[src/rtl/cordic_control_fsm.sv]
// Sequencing controller for the CORDIC datapath: issues mux selects, register-enable
// pulses, adder starts and iteration-counter advances, then hands the result to the host.
module cordic_control_fsm #(
    parameter int D    = 5,
    parameter int ITER = 25
) (
    input  logic         CLK,
    input  logic         RST,
    input  logic         beg_FSM_CORDIC,
    input  logic         ACK_FSM_CORDIC,
    input  logic         OP_SEL,
    input  logic         ACK_SUM,
    input  logic         O_F,
    input  logic         U_F,
    input  logic [D-1:0] CONT_ITERA,
    output logic         RST_DP,
    output logic         MS_1,
    output logic [1:0]   MS_2,
    output logic [1:0]   MS_3,
    output logic [1:0]   MS_4,
    output logic         ADD_SUBT,
    output logic         Begin_SUM,
    output logic         EN_REG1X,
    output logic         EN_REG1Y,
    output logic         EN_REG1Z,
    output logic         EN_REG2,
    output logic         EN_REG2XYZ,
    output logic         EN_REG3,
    output logic         EN_REG4,
    output logic         CLK_CDIR,
    output logic         ready_CORDIC,
    output logic         error_CORDIC
);

    typedef enum logic [3:0] {
        S_IDLE, S_RESET_DP, S_LOAD_T, S_OP_SETUP, S_OP_START, S_OP_WAIT, S_OP_LATCH,
        S_SHIFT, S_SEL, S_NEXT_ITER, S_ADVANCE, S_DONE, S_ERROR
    } state_t;

    localparam logic         PH_INIT = 1'b0;
    localparam logic         PH_ITER = 1'b1;
    localparam logic [D-1:0] LAST_IT = D'(ITER - 1);
    localparam logic [1:0]   ENC_Z   = 2'd0;
    localparam logic [1:0]   ENC_Y   = 2'd1;
    localparam logic [1:0]   ENC_X   = 2'd2;

    state_t     r_state, w_state_n;
    logic [1:0] r_op, w_op_n;
    logic       r_phase, w_phase_n;
    logic       r_opsel, w_opsel_n;
    logic       w_last, w_rst_dp_n, w_ms1_n, w_add_subt_n, w_begin_n;
    logic [1:0] w_ms2_n, w_ms3_n, w_ms4_n, w_tgt;
    logic       w_en_x_n, w_en_y_n, w_en_z_n, w_en2_n, w_en2xyz_n, w_en3_n, w_en4_n;
    logic       w_cdir_n, w_ready_n, w_error_n;

    // Register bank for the datapath target of an operation (INIT: Z,X,Y; ITER: X,Y,Z)
    function automatic logic [1:0] f_target(input logic phase, input logic [1:0] op);
        logic [1:0] enc;
        if (phase == PH_ITER) begin
            enc = ENC_X - op;
        end else begin
            case (op)
                2'd0:    enc = ENC_Z;
                2'd1:    enc = ENC_X;
                default: enc = ENC_Y;
            endcase
        end
        return enc;
    endfunction

    assign w_last = (CONT_ITERA == LAST_IT);
    assign w_tgt  = f_target(w_phase_n, w_op_n);

    // Next-state logic plus next values of every registered output
    always_comb begin
        w_state_n = r_state;
        w_op_n    = r_op;
        w_phase_n = r_phase;
        w_opsel_n = r_opsel;
        case (r_state)
            S_IDLE: begin
                if (beg_FSM_CORDIC) begin
                    w_state_n = S_RESET_DP;
                    w_opsel_n = OP_SEL;
                end else begin
                    w_state_n = S_IDLE;
                end
            end
            S_RESET_DP: w_state_n = S_LOAD_T;
            S_LOAD_T: begin
                w_state_n = S_OP_SETUP;
                w_phase_n = PH_INIT;
                w_op_n    = 2'd0;
            end
            // A still-high ACK from the previous sum must clear before a new start
            S_OP_SETUP: w_state_n = ACK_SUM ? S_OP_SETUP : S_OP_START;
            S_OP_START: w_state_n = S_OP_WAIT;
            S_OP_WAIT: begin
                if (ACK_SUM) begin
                    w_state_n = (O_F || U_F) ? S_ERROR : S_OP_LATCH;
                end else begin
                    w_state_n = S_OP_WAIT;
                end
            end
            S_OP_LATCH: begin
                if (r_op == 2'd2) begin
                    w_state_n = (r_phase == PH_INIT) ? S_SHIFT : S_NEXT_ITER;
                    w_phase_n = PH_ITER;
                    w_op_n    = 2'd0;
                end else begin
                    w_state_n = (r_phase == PH_INIT) ? S_OP_SETUP : S_SEL;
                    w_op_n    = r_op + 2'd1;
                end
            end
            S_SHIFT: begin
                w_state_n = S_SEL;
                w_op_n    = 2'd0;
            end
            S_SEL:       w_state_n = S_OP_SETUP;
            S_NEXT_ITER: w_state_n = w_last ? S_DONE : S_ADVANCE;
            S_ADVANCE:   w_state_n = S_SHIFT;
            S_DONE:      w_state_n = ACK_FSM_CORDIC ? S_IDLE : S_DONE;
            S_ERROR:     w_state_n = ACK_FSM_CORDIC ? S_IDLE : S_ERROR;
            default:     w_state_n = S_IDLE;
        endcase

        w_ms1_n      = MS_1;
        w_ms2_n      = MS_2;
        w_ms3_n      = MS_3;
        w_ms4_n      = MS_4;
        w_add_subt_n = ADD_SUBT;
        if (w_state_n == S_OP_SETUP) begin
            if (w_phase_n == PH_ITER) begin
                w_ms1_n      = 1'b0;
                w_ms3_n      = w_tgt;
                w_ms4_n      = 2'd1;
                w_add_subt_n = 1'b0;
            end else begin
                w_ms1_n      = 1'b0;
                w_ms3_n      = 2'd0;
                w_ms4_n      = (w_op_n == 2'd0) ? 2'd2 : 2'd0;
                w_add_subt_n = (w_op_n != 2'd1);
            end
        end else if (w_state_n == S_SEL) begin
            w_ms2_n = w_tgt;
        end else begin
            w_ms2_n = MS_2;
        end

        w_rst_dp_n = (w_state_n == S_RESET_DP);
        w_en3_n    = (w_state_n == S_LOAD_T);
        w_begin_n  = (w_state_n == S_OP_START);
        w_en2_n    = (w_state_n == S_SHIFT);
        w_en2xyz_n = (w_state_n == S_SEL);
        w_cdir_n   = (w_state_n == S_ADVANCE);
        w_ready_n  = (w_state_n == S_DONE) || (w_state_n == S_ERROR);
        w_error_n  = (w_state_n == S_ERROR);
        w_en_x_n   = (w_state_n == S_OP_LATCH) && (w_tgt == ENC_X);
        w_en_y_n   = (w_state_n == S_OP_LATCH) && (w_tgt == ENC_Y);
        w_en_z_n   = (w_state_n == S_OP_LATCH) && (w_tgt == ENC_Z);
        // Final result leaves with the last cos (X) or sin (Y) update
        w_en4_n    = (w_state_n == S_OP_LATCH) && (w_phase_n == PH_ITER) && w_last &&
                     (w_tgt == (w_opsel_n ? ENC_Y : ENC_X));
    end

    // State, captured operation and registered outputs
    always_ff @(posedge CLK) begin
        if (RST) begin
            r_state      <= S_IDLE;
            r_op         <= 2'd0;
            r_phase      <= PH_INIT;
            r_opsel      <= 1'b0;
            RST_DP       <= 1'b0;
            MS_1         <= 1'b0;
            MS_2         <= 2'd0;
            MS_3         <= 2'd0;
            MS_4         <= 2'd0;
            ADD_SUBT     <= 1'b0;
            Begin_SUM    <= 1'b0;
            EN_REG1X     <= 1'b0;
            EN_REG1Y     <= 1'b0;
            EN_REG1Z     <= 1'b0;
            EN_REG2      <= 1'b0;
            EN_REG2XYZ   <= 1'b0;
            EN_REG3      <= 1'b0;
            EN_REG4      <= 1'b0;
            CLK_CDIR     <= 1'b0;
            ready_CORDIC <= 1'b0;
            error_CORDIC <= 1'b0;
        end else begin
            r_state      <= w_state_n;
            r_op         <= w_op_n;
            r_phase      <= w_phase_n;
            r_opsel      <= w_opsel_n;
            RST_DP       <= w_rst_dp_n;
            MS_1         <= w_ms1_n;
            MS_2         <= w_ms2_n;
            MS_3         <= w_ms3_n;
            MS_4         <= w_ms4_n;
            ADD_SUBT     <= w_add_subt_n;
            Begin_SUM    <= w_begin_n;
            EN_REG1X     <= w_en_x_n;
            EN_REG1Y     <= w_en_y_n;
            EN_REG1Z     <= w_en_z_n;
            EN_REG2      <= w_en2_n;
            EN_REG2XYZ   <= w_en2xyz_n;
            EN_REG3      <= w_en3_n;
            EN_REG4      <= w_en4_n;
            CLK_CDIR     <= w_cdir_n;
            ready_CORDIC <= w_ready_n;
            error_CORDIC <= w_error_n;
        end
    end

endmodule

[config.mk]
export PLATFORM = sky130hd
export DESIGN_NAME = cordic_control_fsm
export DESIGN_NICKNAME = d
export VERILOG_FILES = /design/src/rtl/cordic_control_fsm.sv
export SDC_FILE = /design/constraint.sdc
export NUM_CORES = 1
export LEC_CHECK = 0
export BUFFER_PORTS_ARGS = -buffer_cell sky130_fd_sc_hd__buf_4
export CAP_MARGIN = 10
export CORE_ASPECT_RATIO = 1.2
export CORE_UTILIZATION = 52
export DETAILED_ROUTE_END_ITERATION = 10
export GPL_TIMING_DRIVEN = 0
export HOLD_SLACK_MARGIN = 0.08
export PLACE_DENSITY_LB_ADDON = 0.25
export SYNTH_ARGS = -nofsm -noshare
export SYNTH_HDL_FRONTEND = slang
export SYNTH_SLANG_ARGS = --single-unit
[constraint.sdc]
create_clock -name CLK -period 2.47 [get_ports CLK]
set_input_delay 0.247 -clock CLK [delete_from_list [all_inputs] [get_ports CLK]]
set_output_delay 0.247 -clock CLK [all_outputs]
set_load 0.1 [all_outputs]
* Yosys cells after proc, flatten, opt, wreduce, memory -nomap -nowiden
Index checks and enable logic that the tools add are counted.
Word-level totals: register bits 27, memories kept 0, bits in read-only memories 0, RAM bits 0, output and inout bits 20, word-level logic and storage cells 90, latch bits 0
Operators by class: eq/ne operators 29, bitwise logic cells 1, order comparisons 0, reductions and logical operators 14, $add $sub $neg 2, shift-type cells 0, multiply operators 0, mux-type cells 24, divide/modulo/power cells 0
Operator list (count):
- 4-bit one-hot mux with 12 select lines | 1
- 4-bit == test (second input constant) | 9
- 4-bit by 3-bit == test with 1-bit output (second input constant) | 7
- 4-bit two-way mux | 7
- 4-bit by 2-bit == test with 1-bit output (second input constant) | 4
- 2-bit two-way mux | 6
- 4-bit by 1-bit == test with 1-bit output (second input constant) | 2
- 2-bit one-hot mux with 2 select lines | 2
- 1-bit logical AND | 6
- 1-bit two-way mux | 6
- 5-bit == test (second input constant) | 1
- 2-bit by 1-bit == test with 1-bit output (second input constant) | 2
- 2-bit == test (second input constant) | 2
- 2-bit logical NOT | 2
- 4-bit logical NOT | 1
- 2-bit OR reduction | 2
- 3-bit two-way mux | 1
- 2-bit by 1-bit adder with 2-bit output (second input constant) | 1
- 2-bit == test | 1
- 1-bit logical OR | 2
- 2-bit by 1-bit != test with 1-bit output (second input constant) | 1
- 1-bit one-hot mux with 2 select lines | 1
- 2-bit AND reduction | 1
- 2-bit subtractor (first input constant) | 1
- 1-bit NOT | 1

* Logic depth before layout (Yosys ltp)
Gate-level depths: netlist of run 1.
depth in word-level cells 8, mapped depth 9, depth with buffers taken out 8

* Worst setup path before layout of run 1
Ideal clock, no wire load.
path kind reg2reg, start reg r_state[2], end reg EN_REG4, data required time 2367 ps, setup slack 300 ps, period minus slack after synthesis 2170 ps, arrival time 2067 ps, stages on the path, launching flop included 8, path through dfxtp_1 -> buf_4 -> inv_1 -> nor4_2 -> a22oi_1 -> ha_1 -> or3_1 -> a2111oi_2
On the way: word-level cells in the longest chain between the ends 8, elaborated cells between the ends (all ways) 30, those cells by class 1 x add/sub; 15 x eq/ne; 7 x mux; 7 x reduce/logical
RTL lines:
- start, declared | line 47 | state_t r_state, w_state_n;
- start signal, assigned | line 191 | r_state <= w_state_n;
- 4-bit by 3-bit == test with 1-bit output / 4-bit by 2-bit == test with 1-bit output (equally long branches) | line 80 | case (r_state)
- 2-bit OR reduction (no source line)
- 2-bit one-hot mux with 2 select lines | line 80
- 2-bit by 1-bit == test with 1-bit output / 2-bit logical NOT (equally long branches) | line 62 | case (op)
- 2-bit one-hot mux with 2 select lines | line 62
- 2-bit two-way mux | line 59 | if (phase == PH_ITER) begin
- 2-bit == test | line 163 | (w_tgt == (w_opsel_n ? ENC_Y : ENC_X));
- 1-bit logical AND (*) | line 162 | w_en4_n = (w_state_n == S_OP_LATCH) && (w_phase_n == PH_ITER) && w_last &&
- end signal, assigned | line 208 | EN_REG4 <= w_en4_n;
- end, declared | line 29 | output logic EN_REG4,
Every way passes the cells marked *; elsewhere a longest branch is shown, timed or not. A chain may end at the register's enable or synchronous reset.

* Worst setup path in the final report of run 1
start reg r_state[3], end reg EN_REG4
On the way: word-level cells in the longest chain between the ends 8, elaborated cells between the ends (all ways) 30, those cells by class 1 x add/sub; 15 x eq/ne; 7 x mux; 7 x reduce/logical
RTL lines:
- 4-bit by 3-bit == test with 1-bit output / 4-bit by 2-bit == test with 1-bit output (equally long branches) | line 80
- 2-bit OR reduction (no source line)
- 2-bit one-hot mux with 2 select lines (*) | line 80
- via w_op_n[0] | line 48 | logic [1:0] r_op, w_op_n;
- 2-bit by 1-bit == test with 1-bit output / 2-bit logical NOT (equally long branches) | line 62
- 2-bit one-hot mux with 2 select lines | line 62
- 2-bit two-way mux (*) | line 59
- 2-bit == test (*) | line 163
- 1-bit logical AND (*) | line 162
The timed path passes the listed nets; every way through them passes the cells marked *.

==> out/qor.txt, run 1 <==
vias post-DR -> 1,328
Root Buffer -> clkbuf_4
Gate Count Post-Synth -> 159
Pleak -> 0.746 nW
die span in x -> 49.5 µm
DR WL/cell -> 15.1 µm
GP Congestion -> 0.896
Ports -> 33
Clock transition at path regs -> 150 ps
main flop type after synthesis -> dfxtp_1
TritonRoute pass-1 iters -> 4
vias per std cell -> 5.82
top-area cell type share of the netlist area -> 38.4%
hold violation total from the final report -> 0
CTS tree -> yes
Area growth, synth to finish -> 25.9%
Clock Latency Late Sink -> 320 ps
gr ovfl total -> 0
# port buffers -> 30
register bit total from synthesis -> 27
Nets -> 211
max_cap viols -> 0
Worst Setup Start Kind -> flop
Worst setup EP type -> flop
Period minus WS final -> 2370 ps
final worst slack -> 104 ps
GR Util All Layers -> 23.5%
Final Cycle Share -> 95.8%
critical path arrival -> 2600 ps
diodes inserted -> 0
Synth area leaders -> dfxtp_1, nor2_1, a21oi_1
RSZ-0062 raised after global routing -> false
share of cells above drive strength 1 -> 32.3%
Yosys warnings -> 0
Cell Area, Synth -> 1410 µm²
vias in the first global route -> 1,181
row cnt -> 20
Req. time, crit path -> 2710 ps
cell accounting for the most synthesized area -> dfxtp_1
DP Worst Slack -> 11.2 ps
Post-Syn Nets -> 174
power density over the cells -> 606 nW/µm²
Starting Density -> 55.1%
final slew viol count -> 0
DRC viols -> 0
HPWL Detailed -> 2.43 mm
die footprint -> 2920 µm²
status -> finished, final reports clean
VDD IR max -> 0.000771 V
CP Max Fanout -> 10
final WL -> 3.45 mm
Cell variety after synth -> 53
sequential share of the synthesized area -> 38.4%
clk sink count -> 27
Worst Hold Class -> primary input to flop
CTS Buf Count -> 3
Max Freq -> 0.423 GHz
Core ar. -> 2550 µm²
1st-iter DRT viols -> 66
worst clock skew -> 6.95 ps
WS Path Type -> flop to flop
initial antenna violation count -> 0
fillers -> 220
syn_area_per_cell -> 8.85 µm²
final setup TNS -> 0 ps
final setup vio count -> 0
# H-tree levels -> 1
global-route wire length before repair -> 5.31 mm
EDFF count, synth -> 0
clock buffer depth -> 2
Antenna Violating Nets Remaining -> 0
pin count of the biggest net entering global routing -> 16
Async SR Flop Fraction -> 0%
Die Y -> 59.0 µm
## cell usage after synthesis, types with 3 or more instances
| cell | instances |
|---|---|
| buf_4 | 5 |
| nor2b_1 | 3 |
| o21ai_0 | 9 |
| nor2_1 | 13 |
| nor3_1 | 5 |
| dfxtp_1 | 27 |
| nor3b_1 | 3 |
| or3_1 | 3 |
| nand4_1 | 5 |
| o21ai_1 | 3 |
| nand3_1 | 7 |
| inv_1 | 5 |
| a21oi_1 | 9 |
| mux2i_1 | 3 |
| nand2_1 | 12 |
## metrics by stage
| step | hold WS [ps] | utilization (%) | total power, mW | instance area (µm²) | instances |
|---|---|---|---|---|---|
| 2_1_floorplan | 422 | - | 0.788 | 1410 | 159 |
| 3_3_place_gp | 464 | 65.6 | 0.865 | 1670 | 222 |
| 3_5_place_dp | 478 | 65.6 | 0.872 | 1670 | 222 |
| 4_1_cts | 198 | 67.2 | 1.06 | 1720 | 226 |
| 5_1_grt | 200 | 69.4 | 1.12 | 1770 | 228 |
| 6_report | 199 | 69.4 | 1.07 | 1770 | 228 |
## report_power, final
group / total [mW] / switching [mW] / internal [mW]
Combinational: 0.400 / 0.283 / 0.117
Sequential: 0.480 / 0.0184 / 0.462
Clock: 0.192 / 0.132 / 0.0607
## flip-flops by register name (all words and copies together), names as in the netlist, 2 cells and up
signal,flops
MS_2,2
r_op,2
r_state,4
MS_3,2
MS_4,2
## per-layer routing
metal / part of all wire [%] / track usage, %
met4: 1.5 / 7.76
met5: 0 / 0
met1: 43 / 30.4
met2: 51 / 41.9
met3: 4.2 / 1.54
## logic make-up (layout without fill, tap and decap cells)
kind of cell             count (synthesis)  in the layout  share of synthesized area [%]
AND/OR/NAND/NOR                         73             73                           31.1
AO/OA/AOI/OAI                           37             37                           19.8
flip-flops                              27             27                           38.4
buffers and inverters                   14             50                           5.07
multiplexers                             4              4                           2.93
adder cells (fa/ha/maj)                  2              2                           1.78
other                                    1              1                          0.266
XOR/XNOR                                 1              1                          0.622
## area by class of cell
cell class	instances	area, µm²	share of cell area [%]
Inverter	6	22.5	1.27
Clock buffer	3	22.5	1.27
Sequential cell	27	544	30.7
Timing Repair Buffer	32	240	13.6
Tap cell	33	41.3	2.33
Buffer	8	48.8	2.75
Clock inverter	1	5.00	0.282
Multi-Input combinational cell	118	847	47.8
## critical path: stages, from the launching register on
cell and delay, ps:
dfxtp_2 360, buf_4 160, nand2b_2 210, nor4_4 340
mux2i_2 160, inv_1 140, ha_4 230, or3_4 390
a2111oi_4 290
## path summary, 6_finish.rpt
kind	startpoint	endpoint	slack (ps)	cells past startpoint
setup / recovery	r_state[3]	EN_REG4	100	8
hold / removal	OP_SEL	r_opsel	200	3
setup reg to reg	r_state[3]	EN_REG4	100	8
hold reg to reg	MS_3[0]	MS_3[0]	490	2
## repair_timing
action / CTS / global route
hold buffers: 0 / 0
setup endpoints to repair: 1 / 1
resized for setup: 3 / 7
gates cloned: 0 / 0
buffers inserted: 0 / 2
pin swaps: 0 / 2
## cells in the final DEF, fill, tap and decap left out, types with 2 or more instances in the layout
cell type,count
buf_4,37
dfxtp_1,24
nor2_1,13
nand2_1,12
o21ai_0,9
a21oi_1,9
nand3_1,7
inv_1,5
nand4_1,5
nor3_1,5
nor2b_1,3
nor3b_1,3
clkbuf_4,3
dfxtp_2,3
nor4_4,2
and2b_1,2
o21ai_2,2
a22oi_2,2
and3b_1,2
clkbuf_1,2
o21ai_1,2
mux2i_1,2
or3_1,2
and2_1,2
a21o_1,2
nor4_1,2
Note: power is estimated with default switching activity, not from simulation.
==> run 2, diff against run 1 <==
--- a/config.mk
+++ b/config.mk
@@ -12,7 +12,7 @@
 export DETAILED_ROUTE_END_ITERATION = 10
 export GPL_TIMING_DRIVEN = 0
 export HOLD_SLACK_MARGIN = 0.08
-export PLACE_DENSITY_LB_ADDON = 0.25
+export PLACE_DENSITY = 0.74
 export SYNTH_ARGS = -nofsm -noshare
 export SYNTH_HDL_FRONTEND = slang
 export SYNTH_SLANG_ARGS = --single-unit
==> out/qor.txt, run 2 (synthesis results as in run 1) <==
status -> finished, final reports clean
hold violation total from the final report -> 0
Ports -> 33
Area growth, synth to finish -> 25.2%
Top reg by flops -> r_state
global-route wire length before repair -> 5.40 mm
Worst Hold Class -> primary input to flop
most frequent cells in the layout -> buf_4, dfxtp_1, nor2_1, nand2_1
power share of the sequential group -> 44.9%
delay of the slowest critical-path stage -> 420 ps
max_cap viols -> 0
Max Freq -> 0.426 GHz
GP Congestion -> 0.857
reg2reg path depth -> 7
most common cell after layout, fill and taps aside -> buf_4
vias in the first global route -> 1,187
quantity of hold-fixing buffers added after cts -> 0
HPWL Detailed -> 2.48 mm
dpl cells -> 222
hold_sp -> OP_SEL
die footprint -> 2920 µm²
reg2reg setup slack -> 120 ps
switching power -> 0.423 mW
Non-Filler Instances -> 227
final WL -> 3.35 mm
VDD IR max -> 0.000510 V
FF-to-FF Start -> r_state[1]
TritonRoute pass-1 iters -> 4
clock buffer depth -> 2
vias post-DR -> 1,304
CP max-delay cell -> dfxtp_1
initial antenna violation count -> 0
GR Util All Layers -> 24.0%
DR WL/cell -> 14.7 µm
Period minus WS final -> 2350 ps
final setup TNS -> 0 ps
Clock Latency Late Sink -> 320 ps
clk sink count -> 27
row cnt -> 20
CTS tree -> yes
# H-tree levels -> 1
Worst setup EP type -> flop
Req. time, crit path -> 2710 ps
DRC viols -> 0
Starting Density -> 55.1%
diodes inserted -> 0
final setup vio count -> 0
Comb pwr share -> 37.3%
Final Cycle Share -> 95.0%
internal cell power -> 0.643 mW
critical-path cell list -> buf_4, and2b_1, o21ai_1, a22oi_2, ha_4, or3_4, a2111oi_4
worst clock skew -> 4.30 ps
vias per std cell -> 5.74
CTS Buf Count -> 3
Antenna Violating Nets Remaining -> 0
die span in x -> 49.5 µm
pin count of the biggest net entering global routing -> 15
max FFs per register -> 4
CP Max Fanout -> 10
WS Path Type -> flop to flop
# port buffers -> 30
share of cells above drive strength 1 -> 30.9%
Clock transition at path regs -> 140 ps
Hold Path End -> r_opsel
1st-iter DRT viols -> 17
power density over the cells -> 605 nW/µm²
Worst Setup Start Kind -> flop
total power -> 1.07 mW
DP Worst Slack -> 57.8 ps
Worst Hold Path Cells -> 3
Pleak -> 0.736 nW
final hold slack -> 225 ps
final slew viol count -> 0
Core ar. -> 2550 µm²
Root Buffer -> clkbuf_4
critical path arrival -> 2580 ps
Die Y -> 59.0 µm
gr ovfl total -> 0
Nets -> 210
sw frac -> 39.7%
Clock power frac -> 17.7%
final worst slack -> 124 ps
Crit Reg-Reg Endpoint -> EN_REG4
[run 2: power by group through the flow]
stage | registers, mW | clock network (mW) | logic [mW]
after floorplan | 0.593 | 0 | 0.195
after global placement | 0.485 | 0 | 0.381
after detailed placement | 0.487 | 0 | 0.384
after CTS | 0.478 | 0.188 | 0.387
after global routing | 0.483 | 0.206 | 0.427
final | 0.479 | 0.189 | 0.398
[run 2: through the flow]
step	area, µm²	utilization [%]
floorplan	1410	-
global placement	1670	65.6
detailed placement	1670	65.6
CTS	1700	66.6
global route	1760	69.1
finish	1760	69.1
[run 2: what timing repair did]
action                     in CTS  in global routing
setup endpoints to repair       0                  1
setup buffers                   0                  1
resized for setup               0                 10
[run 2: cell type report]
cell class / instances / area (µm²)
inverters: 6 / 22.5
flip-flops and latches: 27 / 543
plain buffers: 8 / 48.8
repair buffers: 31 / 233
fillers: 225 / 790
clock buffers: 4 / 26.3
multi-input cells: 118 / 848
well taps: 33 / 41.3
[run 2: worst max path at each step]
stage	slack (ps)	depth (start not counted)	start	to
floorplan	300	7	r_state[2]	EN_REG4
global placement	100	7	r_state[0]	EN_REG4
detailed placement	60	7	r_state[0]	EN_REG4
CTS	30	7	r_state[0]	EN_REG4
global route	-30	8	r_state[1]	EN_REG4
finish	120	7	r_state[1]	EN_REG4
[run 2: routing by layer]
layer  vias to the layer above  GRT usage, %  share of wire, %
met3                         4          3.33               3.2
li1                        645             -                 -
met5                         -             0                 0
met1                       626          31.1                45
met2                        29          42.1                51
met4                         0          6.12              0.87
[run 2: critical path: cells and delay by family, from the launching register on]
family,cells,cell delay (ps)
compound gates,3,800
fa+ha+maj,1,270
buf+inv,1,210
flops,1,420
simple gates,2,560
